--- src/rtl/pcie_ingress_pkg.sv ---
// Shared types and constants for the PCIe TLP ingress router.
// Poison checking is enabled by defining PCIE_INGRESS_POISON_CHECK_EN.
package pcie_ingress_pkg;

   typedef enum logic [2:0] {
      S_IDLE,
      S_HDR,
      S_REG_WR,
      S_CMD_WR,
      S_CPL,
      S_DROP
   } state_t;

   localparam logic [2:0] FMT_3DW_D = 3'b010;
   localparam logic [2:0] FMT_4DW_D = 3'b011;
   localparam logic [4:0] TYPE_MEM  = 5'b00000;
   localparam logic [4:0] TYPE_CPL  = 5'b01010;

   localparam logic [2:0] ERR_NONE   = 3'd0;
   localparam logic [2:0] ERR_ADDR   = 3'd1;
   localparam logic [2:0] ERR_BUF    = 3'd2;
   localparam logic [2:0] ERR_MALF   = 3'd3;
   localparam logic [2:0] ERR_SHORT  = 3'd4;
   localparam logic [2:0] ERR_LONG   = 3'd5;
   localparam logic [2:0] ERR_POISON = 3'd6;

   localparam int FMT_HI   = 31;
   localparam int FMT_LO   = 29;
   localparam int TYPE_HI  = 28;
   localparam int TYPE_LO  = 24;
   localparam int EP_BIT   = 14;
   localparam int LEN_HI   = 9;
   localparam int LEN_LO   = 0;
   localparam int TAG_HI   = 15;
   localparam int TAG_LO   = 8;
   localparam int LADDR_HI = 6;
   localparam int LADDR_LO = 0;

endpackage

--- src/rtl/pcie_ingress_hdr_decode.sv ---
// Combinational TLP header field decoder (3DW/4DW MWr and CplD).
// Used by pcie_ingress_router; no configuration macros.
module pcie_ingress_hdr_decode
   import pcie_ingress_pkg::*;
(
   input  logic [31:0] hdr0,
   input  logic [31:0] hdr2,
   input  logic [31:0] hdr3,
   output logic [2:0]  hdr_len,
   output logic        is_mwr,
   output logic        is_cpld,
   output logic        poisoned,
   output logic [10:0] length_dw,
   output logic [31:0] dw_addr,
   output logic [7:0]  tag,
   output logic [6:0]  lower_addr
);

   logic [2:0] fmt;
   logic [4:0] typ;
   logic [9:0] len;
   logic       unused_bits;

   assign fmt = hdr0[FMT_HI:FMT_LO];
   assign typ = hdr0[TYPE_HI:TYPE_LO];
   assign len = hdr0[LEN_HI:LEN_LO];

   assign hdr_len  = fmt[0] ? 3'd4 : 3'd3;
   assign is_mwr   = (fmt == FMT_3DW_D || fmt == FMT_4DW_D)
                     && typ == TYPE_MEM;
   assign is_cpld  = (fmt == FMT_3DW_D) && typ == TYPE_CPL;
   assign poisoned = hdr0[EP_BIT];

   // A zero length field encodes the maximum of 1024 DW
   assign length_dw = (len == 10'd0) ? 11'd1024 : {1'b0, len};

   assign dw_addr    = fmt[0] ? {2'b00, hdr3[31:2]}
                              : {2'b00, hdr2[31:2]};
   assign tag        = hdr2[TAG_HI:TAG_LO];
   assign lower_addr = hdr2[LADDR_HI:LADDR_LO];

   assign unused_bits = ^{hdr0[23:15], hdr0[13:10], hdr3[1:0]};

endmodule

--- src/rtl/pcie_ingress_router.sv ---
// Host-to-device TLP ingress parser: BAR0 writes to regs/commands, CplD to buffers.
// Define PCIE_INGRESS_POISON_CHECK_EN to drop poisoned (EP) TLPs with error 6.
module pcie_ingress_router
   import pcie_ingress_pkg::*;
#(
   parameter int NUM_REGS   = 8,
   parameter int CMD_OFFSET = 16,
   parameter int NUM_CH     = 2,
   parameter int CH_BITS    = (NUM_CH > 1) ? $clog2(NUM_CH) : 1,
   parameter int BUF_AW     = 10
)(
   input  logic                     clk,
   input  logic                     rst,
   output logic                     o_axi_ingress_ready,
   input  logic [31:0]              i_axi_ingress_data,
   input  logic [3:0]               i_axi_ingress_keep,
   input  logic                     i_axi_ingress_last,
   input  logic                     i_axi_ingress_valid,
   input  logic [6:0]               i_bar_hit,
   input  logic [31:0]              i_control_addr_base,
   input  logic                     i_enable_data_path,
   input  logic [NUM_CH-1:0]        i_buf_rdy,
   input  logic [NUM_CH*BUF_AW-1:0] i_buf_base,
   output logic [NUM_REGS*32-1:0]   o_regs,
   output logic                     o_reg_write_stb,
   output logic [7:0]               o_reg_write_idx,
   output logic                     o_cmd_stb,
   output logic [7:0]               o_cmd_code,
   output logic [31:0]              o_cmd_value,
   output logic [NUM_CH-1:0]        o_buf_we,
   output logic [BUF_AW-1:0]        o_buf_addr,
   output logic [31:0]              o_buf_dat,
   output logic                     o_err_stb,
   output logic [2:0]               o_err_code
);

   localparam int CH_N = 1 << CH_BITS;
   localparam int RI_W = (NUM_REGS > 1) ? $clog2(NUM_REGS) : 1;
   localparam logic [31:0] NR     = 32'(NUM_REGS);
   localparam logic [31:0] CMD_LO = 32'(CMD_OFFSET);
   localparam logic [31:0] CMD_HI = 32'(CMD_OFFSET + 256);

   state_t              state, nstate;
   logic [1:0]          cnt;
   logic [31:0]         h0, h2, h3, w0, w2, w3;
   logic                bar0, bar0_q;
   logic [31:0]         off, off_q, cmd_rel;
   logic                first_q;
   logic [CH_BITS-1:0]  ch, ch_q;
   logic [10:0]         len_q, k_q;
   logic                long_q;
   logic [BUF_AW-1:0]   addr_q, start;
   logic [31:0]         regs [NUM_REGS];
   logic [CH_N-1:0]     rdy_pad;
   logic [BUF_AW-1:0]   base_arr [CH_N];

   logic [2:0]          d_len;
   logic                d_mwr, d_cpld, d_ep;
   logic [10:0]         d_ldw;
   logic [31:0]         d_addr;
   logic [7:0]          d_tag;
   logic [6:0]          d_low;

   logic                beat, last, hdr_end, poison, cpl_wr;
   logic                err_now;
   logic [2:0]          err_val;
   logic                unused_ok;

   assign last                = i_axi_ingress_last;
   assign o_axi_ingress_ready = (state != S_IDLE);
   assign beat = i_axi_ingress_valid && o_axi_ingress_ready;

   // Decode sees the in-flight beat so dispatch lands on the last header DW
   assign w0 = (cnt == 2'd0) ? i_axi_ingress_data : h0;
   assign w2 = (cnt == 2'd2) ? i_axi_ingress_data : h2;
   assign w3 = (cnt == 2'd3) ? i_axi_ingress_data : h3;

   pcie_ingress_hdr_decode u_dec (
      .hdr0       (w0),
      .hdr2       (w2),
      .hdr3       (w3),
      .hdr_len    (d_len),
      .is_mwr     (d_mwr),
      .is_cpld    (d_cpld),
      .poisoned   (d_ep),
      .length_dw  (d_ldw),
      .dw_addr    (d_addr),
      .tag        (d_tag),
      .lower_addr (d_low)
   );

   assign bar0    = (cnt == 2'd0) ? i_bar_hit[0] : bar0_q;
   assign off     = d_addr - i_control_addr_base;
   assign ch      = d_tag[CH_BITS-1:0];
   assign start   = base_arr[ch] + BUF_AW'(d_low[6:2]);
   assign hdr_end = ({1'b0, cnt} == (d_len - 3'd1));
   assign cmd_rel = off_q - CMD_LO;
   assign cpl_wr  = (k_q < len_q);

   for (genvar g = 0; g < CH_N; g++) begin : g_ch
      if (g < NUM_CH) begin : g_real
         assign rdy_pad[g]  = i_buf_rdy[g];
         assign base_arr[g] = i_buf_base[g*BUF_AW +: BUF_AW];
      end else begin : g_pad
         assign rdy_pad[g]  = 1'b0;
         assign base_arr[g] = '0;
      end
   end

   for (genvar r = 0; r < NUM_REGS; r++) begin : g_regs
      assign o_regs[r*32 +: 32] = regs[r];
   end

`ifdef PCIE_INGRESS_POISON_CHECK_EN
   assign poison = d_ep;
`else
   assign poison = 1'b0;
`endif

   assign unused_ok = ^{i_axi_ingress_keep, i_bar_hit[6:1], d_tag,
                        d_low[1:0], d_ep, cmd_rel[31:8]};

   always_ff @(posedge clk) begin
      if (rst) state <= S_IDLE;
      else     state <= nstate;
   end

   always_comb begin
      nstate  = state;
      err_now = 1'b0;
      err_val = ERR_NONE;
      unique case (state)
         S_IDLE: if (i_axi_ingress_valid) nstate = S_HDR;
         S_HDR: if (beat) begin
            if (!hdr_end) begin
               if (last) begin
                  nstate  = S_IDLE;
                  err_now = 1'b1;
                  err_val = ERR_MALF;
               end
            end else begin
               nstate = last ? S_IDLE : S_DROP;
               if (poison) begin
                  err_now = 1'b1;
                  err_val = ERR_POISON;
               end else if (d_mwr && last) begin
                  err_now = 1'b1;
                  err_val = ERR_MALF;
               end else if (d_mwr && bar0) begin
                  if (off < NR) begin
                     nstate = S_REG_WR;
                  end else if (off >= CMD_LO && off < CMD_HI) begin
                     nstate = S_CMD_WR;
                  end else begin
                     err_now = 1'b1;
                     err_val = ERR_ADDR;
                  end
               end else if (d_cpld) begin
                  if (i_enable_data_path && rdy_pad[ch]) begin
                     if (!last) nstate = S_CPL;
                  end else begin
                     err_now = 1'b1;
                     err_val = ERR_BUF;
                  end
               end
            end
         end
         S_CPL: if (beat) begin
            if (last) nstate = S_IDLE;
            if (!cpl_wr) begin
               if (!long_q) begin
                  err_now = 1'b1;
                  err_val = ERR_LONG;
               end
            end else if (last && (k_q + 11'd1 < len_q)) begin
               err_now = 1'b1;
               err_val = ERR_SHORT;
            end
         end
         S_REG_WR, S_CMD_WR, S_DROP: begin
            if (beat && last) nstate = S_IDLE;
         end
         default: nstate = S_IDLE;
      endcase
   end

   always_ff @(posedge clk) begin
      if (rst) begin
         cnt             <= '0;
         h0              <= '0;
         h2              <= '0;
         h3              <= '0;
         bar0_q          <= 1'b0;
         off_q           <= '0;
         first_q         <= 1'b0;
         ch_q            <= '0;
         len_q           <= '0;
         k_q             <= '0;
         long_q          <= 1'b0;
         addr_q          <= '0;
         for (int i = 0; i < NUM_REGS; i++) regs[i] <= '0;
         o_reg_write_stb <= 1'b0;
         o_reg_write_idx <= '0;
         o_cmd_stb       <= 1'b0;
         o_cmd_code      <= '0;
         o_cmd_value     <= '0;
         o_buf_we        <= '0;
         o_buf_addr      <= '0;
         o_buf_dat       <= '0;
         o_err_stb       <= 1'b0;
         o_err_code      <= '0;
      end else begin
         o_reg_write_stb <= 1'b0;
         o_cmd_stb       <= 1'b0;
         o_buf_we        <= '0;
         o_err_stb       <= 1'b0;
         if (err_now) begin
            o_err_stb  <= 1'b1;
            o_err_code <= err_val;
         end
         if (state == S_IDLE) cnt <= '0;
         if (state == S_HDR && beat) begin
            cnt <= cnt + 2'd1;
            case (cnt)
               2'd0:    h0 <= i_axi_ingress_data;
               2'd2:    h2 <= i_axi_ingress_data;
               2'd3:    h3 <= i_axi_ingress_data;
               default: ;
            endcase
            bar0_q  <= bar0;
            off_q   <= off;
            first_q <= 1'b1;
            ch_q    <= ch;
            len_q   <= d_ldw;
            k_q     <= '0;
            long_q  <= 1'b0;
            addr_q  <= start;
         end
         if (state == S_REG_WR && beat && off_q < NR) begin
            regs[off_q[RI_W-1:0]] <= i_axi_ingress_data;
            o_reg_write_stb       <= 1'b1;
            o_reg_write_idx       <= off_q[7:0];
            off_q                 <= off_q + 32'd1;
         end
         if (state == S_CMD_WR && beat && first_q) begin
            o_cmd_stb   <= 1'b1;
            o_cmd_code  <= cmd_rel[7:0];
            o_cmd_value <= i_axi_ingress_data;
            first_q     <= 1'b0;
         end
         if (state == S_CPL && beat) begin
            if (cpl_wr) begin
               o_buf_we[ch_q] <= 1'b1;
               o_buf_addr     <= addr_q;
               o_buf_dat      <= i_axi_ingress_data;
               addr_q         <= addr_q + 1'b1;
               k_q            <= k_q + 11'd1;
            end else begin
               long_q <= 1'b1;
            end
         end
      end
   end

endmodule
--- config.mk ---
export PLATFORM = sky130hd
export DESIGN_NAME = pcie_ingress_router
export DESIGN_NICKNAME = d
export VERILOG_FILES = /design/src/rtl/pcie_ingress_pkg.sv /design/src/rtl/pcie_ingress_hdr_decode.sv /design/src/rtl/pcie_ingress_router.sv
export SDC_FILE = /design/constraint.sdc
export NUM_CORES = 1
export LEC_CHECK = 0
export ABC_AREA = 0
export CORE_ASPECT_RATIO = 1.4
export CORE_MARGIN = 2
export CORE_UTILIZATION = 47
export CTS_CLUSTER_DIAMETER = 100
export DETAILED_ROUTE_END_ITERATION = 16
export GPL_ROUTABILITY_DRIVEN = 0
export HOLD_SLACK_MARGIN = 0.02
export PLACE_DENSITY_LB_ADDON = 0.12
export SLEW_MARGIN = 40
export SYNTH_ARGS = -nofsm -noshare
export SYNTH_HDL_FRONTEND = slang
export SYNTH_SLANG_ARGS = --single-unit
--- constraint.sdc ---
create_clock -name clk -period 5.67 [get_ports clk]
set_clock_uncertainty 0.15 [all_clocks]
set_input_delay 1.701 -clock clk [delete_from_list [all_inputs] [get_ports clk]]
set_output_delay 1.701 -clock clk [all_outputs]
set_load 0.05 [all_outputs]
# Yosys cells after proc, flatten, opt, wreduce, memory -nomap -nowiden
# Memory sizes are Yosys's and may differ from the RTL's.
# Index checks and enable logic that the tools add are counted.
totals:
  inputBits: 102
  n_memories: 1
  ram_bits: 256
  ff_bits: 267
  output_inout_bits: 355
memory_table:
  columns: ["name", "words", "word_bits", "read_ports", "rd_clocked_by_memory_dff", "write_ports", "line", "source"]
  rows:
  - ["regs", 8, 32, 8, 0, 8, "pcie_ingress_router.sv:53", "logic [31:0] regs [NUM_REGS];"]
op_classes:
  eq_ne: 15
  reduce_logical: 33
  n_lt_le_gt_ge: 10
  muxes: 80
  bitwise_logic: 3
  addsub: 8
op_table:
  columns: ["cell", "n"]
  rows:
  - ["$mux 32", 6]
  - ["$mux 3", 24]
  - ["$lt 32x4->1 const B", 2]
  - ["$mux 10", 6]
  - ["$mux 11", 4]
  - ["$add 32x1->32 const B", 1]
  - ["$ge 32x5->1 const B", 1]
  - ["$lt 32x9->1 const B", 1]
  - ["$reduce_or 32->1", 1]
  - ["$sub 32x32->32", 1]
  - ["$mux 1", 30]
  - ["$mux 30", 1]
  - ["$lt 11x11->1", 2]
  - ["$logic_and 1x1->1", 16]
  - ["$eq 3x2->1 const B", 4]
  - ["$pmux 3 s4", 1]
  - ["$add 11x1->11 const B", 1]
  - ["$add 10x1->10 const B", 1]
  - ["$add 10x5->10", 1]
  - ["$logic_not 10->1", 1]
  - ["$mux 2", 5]
  - ["$ne 2x2->1 const B", 4]
  - ["$reduce_and 2->1", 4]
  - ["$sub 8x5->8 const B", 1]
  - ["24 further kinds", 30]

# Depth between registers and ports, before layout
depth:
  word_depth: 14
  mapped_depth: 20
  mapped_depth_nobuf: 18

# Hierarchy
# Synthesis repeated with hierarchy kept, for this count alone.
unflattened:
  cells_unflattened: 2524
  area_unflattened_um2: 24717.5
by_module_without_submodules:
  columns: ["mod", "area_per_inst_um2", "seq_area_each_um2", "cells_per_inst", "instances"]
  rows:
  - ["pcie_ingress_router", 24080.6, 13032.5, 2451, 1]
  - ["pcie_ingress_hdr_decode", 636.9, 0.0, 73, 1]

# Worst setup path after synthesis
# OpenSTA, ideal clock, no wires.
synth_timing:
  kind: "input -> register"
  start: "in i_axi_ingress_data[29]"
  end: "reg o_err_code[0]"
  setup_time_ns: 0.086
  arrival_ns: 5.725
  n_path_buf: 1
  setup_slack_ns: -0.290
  stages: 16
  cell_sequence: "mux2i_1 -> mux2i_1 -> clkbuf_1 -> nor2_1 -> nor2_1 -> ha_1 -> and3_1 -> a221o_1 -> a211oi_1 -> o21ai_1 -> a311oi_1 -> xnor2_1 -> nor4bb_1 -> nand4_1 -> o31a_1 -> a211oi_1"
synth_via:
  elab_chain_cells: 12
  elab_cells_between_ends: 35
  cone_classes: "add/sub (2); order compare (3); eq/ne (3); mux (21); reduce/logical (6)"
synth_lines:
  columns: ["element", "line", "source"]
  rows:
  - ["from (decl)", "pcie_ingress_router.sv:15", "input logic [31:0] i_axi_ingress_data,"]
  - ["$mux 32", null, null]
  - ["$mux 30", "pcie_ingress_hdr_decode.sv:37", "assign dw_addr = fmt[0] ? {2'b00, hdr3[31:2]}"]
  - ["$sub 32x32->32", "pcie_ingress_router.sv:93", "assign off = d_addr - i_control_addr_base;"]
  - ["$ge 32x5->1 / $lt 32x9->1 (equally long branches)", "pcie_ingress_router.sv:152", "end else if (off >= CMD_LO && off < CMD_HI) begin"]
  - ["$logic_and 1x1->1", "pcie_ingress_router.sv:152", null]
  - ["$mux 1", "pcie_ingress_router.sv:152", null]
  - ["$mux 1", "pcie_ingress_router.sv:150", "if (off < NR) begin"]
  - ["$mux 3 / $mux 1 (equally long branches)", "pcie_ingress_router.sv:149", "end else if (d_mwr && bar0) begin"]
  - ["$mux 3 / $mux 1 (equally long branches)", "pcie_ingress_router.sv:146", "end else if (d_mwr && last) begin"]
  - ["$mux 3 / $mux 1 (equally long branches)", "pcie_ingress_router.sv:135", "if (!hdr_end) begin"]
  - ["$mux 3 / $mux 1 (equally long branches)", "pcie_ingress_router.sv:134", "S_HDR: if (beat) begin"]
  - ["$pmux 3 s2 / $pmux 1 s2 (equally long branches)", "pcie_ingress_router.sv:132", "unique case (state)"]
  - ["to (signal assigned)", "pcie_ingress_router.sv:219", "o_err_code <= err_val;"]
  - ["to (decl)", "pcie_ingress_router.sv:34", "output logic [2:0] o_err_code"]
# Parallel ways exist; a longest one is shown, timed or not.
# A chain may end at the register's enable or synchronous reset.

# Worst setup path after layout
layout_timing:
  start: "in i_axi_ingress_data[6]"
  end: "reg o_err_stb"
layout_via:
  elab_chain_cells: 13
  elab_cells_between_ends: 16
  cone_classes: "add/sub (1); order compare (3); mux (11); reduce/logical (1)"
layout_lines:
  columns: ["element", "line", "source"]
  rows:
  - ["$mux 32", null, null]
  - ["$mux 30 *", "pcie_ingress_hdr_decode.sv:37", null]
  - ["$sub 32x32->32 *", "pcie_ingress_router.sv:93", null]
  - ["$ge 32x5->1 / $lt 32x9->1 (equally long branches)", "pcie_ingress_router.sv:152", null]
  - ["$logic_and 1x1->1", "pcie_ingress_router.sv:152", null]
  - ["$mux 1", "pcie_ingress_router.sv:152", null]
  - ["$mux 1 *", "pcie_ingress_router.sv:150", null]
  - ["$mux 1 *", "pcie_ingress_router.sv:149", null]
  - ["$mux 1 *", "pcie_ingress_router.sv:146", null]
  - ["$mux 1 *", "pcie_ingress_router.sv:135", null]
  - ["$mux 1 *", "pcie_ingress_router.sv:134", null]
  - ["$pmux 1 s2 *", "pcie_ingress_router.sv:132", null]
  - ["$mux 1 *", "pcie_ingress_router.sv:217", "if (err_now) begin"]
  - ["to (signal assigned)", "pcie_ingress_router.sv:210", "o_err_stb <= 1'b0;"]
  - ["to (signal assigned)", "pcie_ingress_router.sv:216", "o_err_stb <= 1'b0;"]
  - ["to (signal assigned)", "pcie_ingress_router.sv:218", "o_err_stb <= 1'b1;"]
  - ["to (decl)", "pcie_ingress_router.sv:33", "output logic o_err_stb,"]
# Every way passes the cells marked *; elsewhere a longest branch is shown, timed or not.

==> results.md <==
- Result of the run: finished, final reports clean
- Synthesis-stage register bit count: 504
- First-pass iteration count of the detailed router: 6
- Post-Syn Area per Cell: 9.63 um^2
- Required @ worst endpoint: 5950 ps
- Mapped Area: 22900 um^2
- Cell at the root of the clock tree: clkbuf_16
- Critical Path End: o_err_stb
- Residual overflow from global routing: 0
- Total of buffers placed on input and output ports: 446
- Maximum fanout along the worst path: 5
- Synth Area in Compound Gates: 12.1%
- All-layer global routing usage: 29.9%
- Type of the most critical hold path: register to register
- Global-route wire length before repair: 115000 um
- Parity-gate share of the synthesized area counting xor and xnor cells: 1.49%
- Crit path launch type: input port
- Final HPWL from detailed placement: 55300 um
- I/O pin total: 457
- Number of sinks driven by the clock tree: 504
- Most frequently used flop master after synthesis: edfxtp_1
- Clock tree from TritonCTS: built
- Mux share of post-synthesis cell area: 2.13%
- Multi-input gate area: 9620 um^2
- Actual slew at the worst max-slew pin: 779 ps
- Initial antenna violation count: 7
- Unrepaired setup endpoints after global routing: false
- Number of filler cells placed in the layout: 3793
- Num rows: 95
- YS warnings: 0
- Fin. max-slew vios: 0
- WP data arrival: 5850 ps
- Highest clock frequency the design can meet: 180 MHz
- FF+latch area: 12700 um^2
- Number of distinct standard cells referenced by the synthesized netlist: 64
- Most used standard cells in the synthesized netlist: nand2_1 (407), a21oi_1 (256), edfxtp_1 (256)
- Final hold violation count: 0
- Most common cell in the netlist: nand2_1
- Core region area: 48000 um^2
- Share of the synthesized area in the top cell type: 33.6%
- Leading post-synthesis cells by cell area: edfxtp_1 (34%), dfxtp_1 (22%), nand2_1 (6.7%), and2_1 (6.5%), a21oi_1 (5.6%)
- Sequential-to-total area share from yosys stat: 55.3%
- Wire length reported by the detailed router: 77400 um
- Detailed-route vias per instance: 5.52
- Async set-or-reset flop fraction in the synthesized netlist: 0%
- Initial Utilization: 47.6%
- Hold slack: 301 ps
- Maximum number of pins on one net before global-route repair: 130
- Leading area contributor after synthesis: edfxtp_1
- Worst voltage drop across the vdd grid: 0.245 mV
- Worst slew slack as a fraction of its limit: 47.9%
- Cell count after synthesis: 2375
- Remaining routing DRC violations: 0
- Post-Synth Adder-Cell Area: 3.73%
- Synth Net Count: 2544
- Combinational family with the most area after synthesis: simple AND/OR/NAND/NOR gates
- DIE AREA: 50500 um^2
- Number of cell instances on the worst register-to-register path: 20
- Via count of the routed design: 19900
- Start point of the critical path: i_axi_ingress_data[6]
- Ratio of total power to cell area: 284 nW/um^2
- Clk buf depth: 3
- Type of element capturing the critical path: register
- Final min period: 5560 ps
- DRT antenna net count: 0
- Register-to-register path setup slack: 650 ps
- Number of setup violations in the final report: 0
- CTS H-Tree Depth: 2
- Vias in the first global route: 19200
- Wirelength per Cell: 21.5 um
- Y dimension of the die: 265 um
- Reg-to-reg critical path startpoint: cnt[0]
- Layout cells sized above 1: 13.4%
- Leakage power total: 12.1 nW
- Post-synth EDFFs: 256
- Synth-to-Final Area Change: 37.2%
- Total Nets Final: 3107
- Horiz. Die Dim: 190 um
- Worst setup path category: input port to register
- Fraction of the mapped netlist area in simple logic gates: 21.4%
- Clock-pin slew on the worst setup and hold paths: 60 ps
- Clock latency at the later pin of the worst-skew pair: 570 ps
- Period utilization: 98.1%
- R2R Path End: o_err_stb
- Number of DRC markers after the initial detailed-route iteration: 1495
- Sum of negative setup slack: 0 ps
- # Max-Cap Violations: 0
- Total CTS buffers: 47
[per-stage QoR]
step,utilization (%),cell area [um^2],cells,setup slack [ps],power (mW)
floorplan,-,22900,2375,6.11,4.87
global placement,61.2,29400,3507,-784,5.54
detailed placement,61.2,29400,3507,-849,5.56
CTS,64.8,31100,3597,13.1,8.91
global route,65.3,31400,3606,6.31,9.22
finish,65.3,31400,3607,107,8.93
[worst max-delay path, stage by stage]
cell	delay, ps
clkdlybuf4s50_1	610
buf_4	160
mux2i_1	70
o21ai_0	290
ha_1	330
a21o_1	210
a221o_1	370
buf_4	160
a31oi_4	200
buf_4	160
o41ai_4	70
a211oi_2	250
xnor2_2	140
nor4_2	350
nand4_1	140
buf_4	180
o31a_1	280
nor2b_1	150
[registers in the layout, summed over array words and instances (netlist names), 2 cells and up]
register         count
regs               256
o_buf_dat           32
o_cmd_value         32
off_q               32
h2                  30
h3                  30
h0                  18
k_q                 11
len_q               11
addr_q              10
o_buf_addr          10
o_cmd_code           8
o_reg_write_idx      8
o_err_code           3
state                3
cnt                  2
o_buf_we             2
[logic make-up after synthesis]
| group | Yosys count |
|---|---|
| xor gates and xnor gates | 39 |
| AOI/OAI and AO/OA | 460 |
| adders and majority gates | 67 |
| and+or+nand+nor | 1023 |
| buffers and inverters | 235 |
| muxes | 47 |
| DFF | 504 |
[power breakdown]
part	internal, mW	leakage [nW]	switching (mW)	total [mW]
logic	0.645	6.61	0.926	1.57
registers	3.92	4.65	0.0671	3.99
clock network	1.96	0.813	1.41	3.37
[metal layers]
metal / global-route usage, % / wire length [um] / vias up
met5: 0 / 32 / -
li1: - / - / 9322
met4: 11.8 / 3650 / 6
met1: 35.4 / 29100 / 9565
met3: 4.39 / 5350 / 181
met2: 54.0 / 39200 / 829
[area by class of cell]
class / instances / area share, %
Clock buffer: 57 / 4.00
Tap cell: 630 / 2.51
Antenna cell: 2 / 0.0159
Clock inverter: 29 / 1.26
Timing Repair Buffer: 684 / 20.5
Multi-Input combinational cell: 1636 / 30.7
Inverter: 65 / 0.778
Sequential cell: 504 / 40.3
[cells in the final DEF (no fill, tap or decap), drive strengths merged, types with 60 or more instances in the layout]
master,synthesis,routed
nor2,175,175
and2,236,236
inv,65,68
nand2,407,407
a21oi,256,256
ha,65,65
clkdlybuf4s50,0,443
dfxtp,248,248
clkbuf,162,60
edfxtp,256,256
buf,8,237
[worst min-delay path by stage]
stage | slack, ps | depth (start not counted) | endpoint | start
global route | 320 | 2 | o_buf_dat[9] | o_buf_dat[9]
CTS | 300 | 2 | h3[8] | h3[8]
finish | 300 | 2 | h3[8] | h3[8]
global placement | 290 | 2 | h3[8] | h3[8]
floorplan | 280 | 2 | h3[8] | h3[8]
detailed placement | 290 | 2 | h3[8] | h3[8]
[what timing repair did]
item	CTS	global route
setup endpoints to repair	7	7
cloned	0	1
setup buffers	4	5
pin swaps	3	19
hold buffers	0	0
resized for setup	10	38
No activity file was read; power rests on OpenSTA's default activity.
